==> config.mk <==
export PLATFORM = sky130hd
export DESIGN_NAME = wb_master_ctrl
export DESIGN_NICKNAME = d
export VERILOG_FILES = /design/src/rtl/wb_master_ctrl.sv
export SDC_FILE = /design/constraint.sdc
export NUM_CORES = 1
export LEC_CHECK = 0
export ABC_CLOCK_PERIOD_IN_PS = 1600
export CAP_MARGIN = 5
export CORE_MARGIN = 3
export CORE_UTILIZATION = 25
export CTS_BUF_LIST = sky130_fd_sc_hd__clkbuf_8 sky130_fd_sc_hd__clkbuf_16
export CTS_CLUSTER_DIAMETER = 80
export DETAILED_ROUTE_END_ITERATION = 10
export MAX_ROUTING_LAYER = met4
export PLACE_DENSITY = 0.55
export SLEW_MARGIN = 20
export SYNTH_ARGS = -nofsm -noshare
export SYNTH_HDL_FRONTEND = slang
export SYNTH_SLANG_ARGS = --single-unit
==> constraint.sdc <==
create_clock -name clk_i -period 1.6 [get_ports clk_i]
set_input_delay 0.16 -clock clk_i [delete_from_list [all_inputs] [get_ports clk_i]]
set_output_delay 0.16 -clock clk_i [all_outputs]
set_load 0.05 [all_outputs]
==> src/rtl/wb_master_ctrl.sv <==
// wb_master_ctrl: registered Wishbone classic single-transfer master with timeout
module wb_master_ctrl #(
    parameter int DATA_W  = 8,
    parameter int ADDR_W  = 16,
    parameter int SEL_W   = DATA_W / 8,
    parameter int TIMEOUT = 15,
    parameter int CNT_W   = $clog2(TIMEOUT + 1)
) (
    input  logic              clk_i,
    input  logic              rst_i,
    input  logic              cpu_rd,
    input  logic              cpu_wr,
    input  logic [ADDR_W-1:0] cpu_dir,
    input  logic [DATA_W-1:0] cpu_data_i,
    input  logic [SEL_W-1:0]  cpu_sel,
    output logic [DATA_W-1:0] cpu_data_o,
    output logic              cpu_busy,
    output logic              cpu_done,
    output logic              cpu_err,
    output logic              cpu_tmo,
    input  logic              ack_i,
    input  logic              err_i,
    input  logic [DATA_W-1:0] dat_i,
    output logic [DATA_W-1:0] dat_o,
    output logic [ADDR_W-1:0] adr_o,
    output logic [SEL_W-1:0]  sel_o,
    output logic              we_o,
    output logic              stb_o,
    output logic              cyc_o
);
    typedef enum logic {IDLE, BUS} state_t;

    state_t           state_q;
    logic [CNT_W-1:0] cnt_q;
    logic             term, tmo;

    assign tmo  = !ack_i && !err_i && (cnt_q == CNT_W'(TIMEOUT));
    assign term = ack_i || err_i || tmo;

    // Transfer FSM: latch request in IDLE, hold the bus cycle until ACK/ERR/timeout
    always_ff @(posedge clk_i) begin
        if (rst_i) begin
            state_q    <= IDLE;
            cnt_q      <= '0;
            cyc_o      <= 1'b0;
            stb_o      <= 1'b0;
            we_o       <= 1'b0;
            adr_o      <= '0;
            dat_o      <= '0;
            sel_o      <= '0;
            cpu_data_o <= '0;
            cpu_busy   <= 1'b0;
            cpu_done   <= 1'b0;
            cpu_err    <= 1'b0;
            cpu_tmo    <= 1'b0;
        end else begin
            cpu_done <= 1'b0;
            cpu_err  <= 1'b0;
            cpu_tmo  <= 1'b0;
            if (state_q == IDLE) begin
                if (cpu_rd ^ cpu_wr) begin
                    state_q  <= BUS;
                    cnt_q    <= '0;
                    adr_o    <= cpu_dir;
                    dat_o    <= cpu_data_i;
                    sel_o    <= cpu_sel;
                    we_o     <= cpu_wr;
                    cyc_o    <= 1'b1;
                    stb_o    <= 1'b1;
                    cpu_busy <= 1'b1;
                end else if (cpu_rd && cpu_wr) begin
                    cpu_done <= 1'b1;
                    cpu_err  <= 1'b1;
                end
            end else if (term) begin
                state_q  <= IDLE;
                cyc_o    <= 1'b0;
                stb_o    <= 1'b0;
                cpu_busy <= 1'b0;
                cpu_done <= 1'b1;
                cpu_err  <= err_i || tmo;
                cpu_tmo  <= tmo;
                if (ack_i && !err_i && !we_o) cpu_data_o <= dat_i;
            end else begin
                cnt_q <= cnt_q + 1'b1;
            end
        end
    end
endmodule

==> metrics.cfg, run 1 <==
[power_and_ir_drop]
pwr-share-clk_pct=32.1
p_sw_mw=0.834
peakVddDrop_v=0.000476
p_total_mw=2.74
p_comb_share_pct=24.7
power.density_mw_per_mm2=1080
p_int_mw=1.90
seqPwrFrac_pct=43.1
p_sw_share_pct=30.5
p_leak_nw=1.03

[routing]
wl_met1_mm=1.97
post_drt_via_cell_ratio=4.39
firstDrtPassIters=4
ant_nets=0
wl_met3_um=342
first_iter_violations=92
wirelength_mm=4.31
route.top_layer_used=met4
wl_met2_mm=1.94
drc=0
routedWlPerCell_um=12.6
via_count=1507

[synthesis]
synth.avg_cell_area_um2=8.83
synth-seq-area-share_pct=52.4
synth_compound_area_share_pct=14.9
synthAdderAreaFrac_pct=1.52
yosys.area_share.simple_pct=19.6
yosys_warnings=0
synth_nets=227
syn-instance-count=186
synth_cell_type_count=28
synth_seq_cells=43
synth_xor_area_share_pct=0
synth.mux.area_fraction_pct=4.87
synth_top_family_by_area=simple AND/OR/NAND/NOR gates
syn-cell-area_mm2=0.00164

[final_layout]
final_nets=308
diodes=0
drive_gt1_share_pct=23.5
syn_to_final_growth_pct=55.0

[sta]
fin_crit_ps=1560
drv_slew=0
rsz0062_at_grt=no
setup_viol=0
clock_skew_ps=2.99
fmax_mhz=639
slew_headroom_pct=67.1
worst_slew_pin_slew_ps=492
hold_viol=0
fin_crit_sh_pct=97.7
fin_ws_ps=36.0

[status]
outcome=finished clean

[setup_path]
slowest_delay_ps=790
required_ps=1440
path_buf_inv=1
slowest_stage=clkdlybuf4s50_1
path_max_fanout=1
worstPathArrival_ps=1400
crit_path_start_kind=register
cp_top_family=buffers and inverters
crit_chain=clkdlybuf4s50_1
critical_path_class=reg2out
worst_setup_path_end_kind=primary output

[floorplanning]
coreArea_mm2=0.00613
start_util_pct=26.8
core.rowCount=28
dieWidth_um=87.1
dieHeight_um=87.1
die-area_mm2=0.00758
ioPinCount=79

[clock_network]
clock_sinks=43
cts_made_buffers=5
cts_buffer_depth=2
tritoncts=yes
root_buffer=clkbuf_8
htree_levels=2
clk_latency_ps=300
postCtsHoldBufs=0
clk_pin_slew_worst_paths_ps=80

[global_route]
grt-ovfl-total=0
grt_pass1_wl_mm=7.03
grt_pass1_vias=1469
grt_max_degree=18
antenna_found_initial=0
grt_use_total_pct=12.2

[place]
place_ws_ps=-39.8
port_buffers=78
hpwl_mm=3.15
routabilityCongestion=0.723

[flow_run]
maxCapViolCount=0

[hold_path]
hp-class=in2reg

sequential cells by signal (all words and copies together), names as in the netlist:
| name | cells |
|---|---|
| sel_o | 1 |
| cyc_o | 1 |
| cpu_tmo | 1 |
| cpu_data_o | 8 |
| cpu_err | 1 |
| state_q | 1 |
| cpu_done | 1 |
| adr_o | 16 |
| dat_o | 8 |
| cnt_q | 4 |
| we_o | 1 |
power groups by stage:
stage	registers, mW	logic [mW]	clock network (mW)
detailed placement	1.21	0.685	0
floorplan	1.42	0.207	0
global route	1.19	0.726	0.957
CTS	1.18	0.687	0.914
global placement	1.20	0.685	0
finish	1.18	0.677	0.880
layout make-up:
class	instances	area [um^2]
fill	641	3580
sequential	43	862
timing repair buffer	89	791
multi-input combinational	126	674
tap	75	93.8
clock buffer	6	82.6
clock inverter	2	35.0
inverter	2	7.51
what timing repair did:
| action | in CTS | in global routing |
|---|---|---|
| endpoints found under the setup margin | 0 | 5 |
| setup buffers | 0 | 0 |
| resized for setup | 0 | 1 |
final timing paths:
path,start,to,slack [ps],depth (start not counted)
max,cpu_done,cpu_done,40,1
min,cpu_dir[11],adr_o[11],400,3
max reg2reg,cnt_q[0],cnt_q[0],60,4
min reg2reg,adr_o[6],adr_o[6],450,2
stage by stage:
stage / area [um^2] / TNS, ps / utilization [%] / cells / hold WS (ps)
after floorplan: 1640 / 0 / - / 186 / 294
after global placement: 2430 / -3.61 / 39.6 / 335 / 442
after detailed placement: 2430 / -673 / 39.6 / 335 / 447
after CTS: 2540 / 0 / 41.5 / 343 / 384
after global routing: 2550 / 0 / 41.5 / 343 / 391
final: 2550 / 0 / 41.5 / 343 / 404
Yosys cell counts, drive strengths merged:
master   n  area, um^2
nand4b   3        26.3
nand4    1        6.26
mux2i    8        80.1
a31oi    3        18.8
nand2b   2        12.5
a311o    1        10.0
or4      1        7.51
nor3     1        5.00
a21oi   31         159
clkbuf   7        56.3
o21bai   1        7.51
dfxtp   43         861
ha       2        25.0
nand3    2        10.0
o211ai   4        30.0
or3      1        6.26
nor2     9        33.8
o21ai    1        5.00
inv      2        7.51
nor2b    1        6.26
a311oi   1        15.0
and4bb   1        12.5
nand2   52         195
buf      8        46.3
logic make-up (layout without fill, tap and decap cells):
group | after synthesis | count (layout)
mux | 8 | 8
buf+inv | 17 | 99
fa+ha+maj | 2 | 2
compound gates | 42 | 42
flops | 43 | 43
simple gates | 74 | 74
cell usage in the layout (no fill, tap or decap), drive strengths merged, types with 2 or more instances in the layout:
cell type	n
nand2	52
buf	50
dfxtp	43
clkdlybuf4s50	39
a21oi	31
nor2	9
mux2i	8
clkbuf	6
o211ai	4
nand4b	3
a31oi	3
nand2b	2
inv	2
nand3	2
ha	2
per-layer routing:
metal | track usage [%] | up-vias
met3 | 4.45 | 7
li1 | - | 784
met1 | 15.3 | 669
met4 | 3.82 | 0
met2 | 18.2 | 47
met5 | - | -
Power figures use the tool's default switching activity.
==> run 2: changes to the inputs <==
--- a/config.mk
+++ b/config.mk
@@ -9,9 +9,9 @@
 export CAP_MARGIN = 5
 export CORE_MARGIN = 3
 export CORE_UTILIZATION = 25
-export CTS_BUF_LIST = sky130_fd_sc_hd__clkbuf_8 sky130_fd_sc_hd__clkbuf_16
 export CTS_CLUSTER_DIAMETER = 80
 export DETAILED_ROUTE_END_ITERATION = 10
+export HOLD_SLACK_MARGIN = 0.12
 export MAX_ROUTING_LAYER = met4
 export PLACE_DENSITY = 0.55
 export SLEW_MARGIN = 20
==> constraint.sdc (replaced) <==
create_clock -name clk_i -period 1.6 [get_ports clk_i]
set_input_delay 0.16 -clock clk_i [delete_from_list [all_inputs] [get_ports clk_i]]
set_output_delay 0.16 -clock clk_i [all_outputs]
set_load 0.01 [all_outputs]
==> run 2 against run 1 <==
Against the previous run:
- global-route usage fell by 0.23 points
- clock power fell by 21%
- hold slack got worse by 2.0 ps
- sequential power barely moved
- maximum frequency rose by 1.0%
- via count rose by 0.73%
- die area did not move
- sequential cell count did not move
- largest power group unchanged
==> metrics.cfg, run 2 (synthesis gave the netlist of run 1 again) <==
[sta]
hold_viol=0
setup_tns_ps=0
fmax_mhz=646
fin_crit_ps=1550
setup_viol=0
fin_crit_sh_pct=96.7
rsz0062_at_grt=no
fin_hold_ws_ps=402
worst_slew_pin_slew_ps=305
drv_slew=0
slew_headroom_pct=79.7
clock_skew_ps=5.93
fin_ws_ps=52.3

[global_route]
grt_pass1_wl_mm=6.88
grt_pass1_vias=1478
grt_use_total_pct=11.9
grt_max_degree=28
grt-ovfl-total=0
antenna_found_initial=0

[setup_path]
slowest_delay_ps=400
r2r_slack_ps=50
r2r_start=cnt_q[0]
required_ps=1840
crit_chain=ha_1 > a311o_1 > or3_1 > a21oi_2
crit_path_start_kind=register
critical_path_class=reg2reg
reg2reg_to=cnt_q[0]
reg2reg_depth=4
path_max_fanout=5
worst_setup_path_end_kind=register
slowest_stage=a311o_1
worstPathArrival_ps=1780

[place]
place_area_mm2=0.00252
place_ws_ps=-69.3
dp_cells=334
hpwl_mm=3.08
port_buffers=78
routabilityCongestion=0.719

[hold_path]
worstHoldEndpoint=adr_o[8]
hp-start=cpu_dir[8]
hp-class=in2reg
min_delay_path_depth=3

[floorplanning]
dieWidth_um=87.1
start_util_pct=26.8
die-area_mm2=0.00758
core.rowCount=28
coreArea_mm2=0.00613
dieHeight_um=87.1
ioPinCount=79

[final_layout]
syn_to_final_growth_pct=58.6
diodes=0
design_area_mm2=0.00261
instances_no_fill=341
final_nets=307
drive_gt1_share_pct=8.27
final_common_cell=clkdlybuf4s50_1
final_util_pct=42.5
fill_cells=617
largest_register=adr_o
layout.cells.most_common_list=78 x clkdlybuf4s50_1, 52 x nand2_1, 42 x dfxtp_1
reg_top3=adr_o: 16 flops, cpu_data_o: 8 flops, dat_o: 8 flops
largest_reg_flops=16

[power_and_ir_drop]
p_total_mw=2.37
peakVddDrop_v=0.000427
p_leak_nw=0.944
power.density_mw_per_mm2=909

[routing]
routedWlPerCell_um=12.3
post_drt_via_cell_ratio=4.45
via_count=1518
ant_nets=0
wirelength_mm=4.21
drc=0
firstDrtPassIters=2
first_iter_violations=90

[clock_network]
clk_pin_slew_worst_paths_ps=80
clk_latency_ps=290
root_buffer=clkbuf_8
clock_sinks=43
cts_buffer_depth=2
htree_levels=2
post_cts_buffers=0
tritoncts=yes
postCtsHoldBufs=0
cts_made_buffers=5

[flow_run]
maxCapViolCount=0

[status]
outcome=finished clean

[run 2: cell types whose count changed in the layout (fill, tap and decap cells not counted)]
cell             previous run  this run
clkdlybuf4s50_1            39        78
buf_4                      48         8
bufinv_16                   1         0
[run 2: routing by layer]
| layer | vias up | wire [um] | track usage [%] |
|---|---|---|---|
| met5 | - | 0 | - |
| met3 | 8 | 312 | 4.45 |
| met4 | 0 | 68 | 3.54 |
| met2 | 46 | 1890 | 17.3 |
| li1 | 783 | - | - |
| met1 | 681 | 1930 | 15.5 |
[run 2: critical path, delay by kind of cell (launching register included)]
kind / cells / cell delay [ps]
DFF: 1 / 340
AOI/OAI and AO/OA: 2 / 540
and+or+nand+nor: 1 / 340
adders and majority gates: 1 / 270
[run 2: what timing repair did]
item                                    4_1_cts  5_1_grt
endpoints found under the hold margin         0        0
endpoints found under the setup margin        0        5
resized for setup                             0        1
[run 2: layout make-up]
type | count | area, um^2 | area share (%)
Tap cell | 75 | 93.8 | 3.60
Timing Repair Buffer | 88 | 881 | 33.8
Multi-Input combinational cell | 126 | 674 | 25.9
Clock buffer | 6 | 82.6 | 3.17
Clock inverter | 1 | 5.00 | 0.192
Inverter | 2 | 7.51 | 0.288
Sequential cell | 43 | 862 | 33.1
[run 2: worst max-delay path by stage]
stage	start	endpoint	slack, ps	depth (start not counted)
after detailed placement	cpu_wr	adr_o[5]	-70	6
after global placement	err_i	cnt_q[0]	-8	4
after floorplan	cnt_q[0]	cnt_q[0]	130	4
after global routing	cnt_q[0]	cnt_q[2]	20	5
final	cnt_q[0]	cnt_q[0]	50	4
after CTS	cnt_q[0]	cnt_q[0]	10	4
[run 2: report_power, final]
part	internal [mW]	switching [mW]
Sequential	1.14	0.0413
Clock	0.339	0.359
Combinational	0.284	0.208
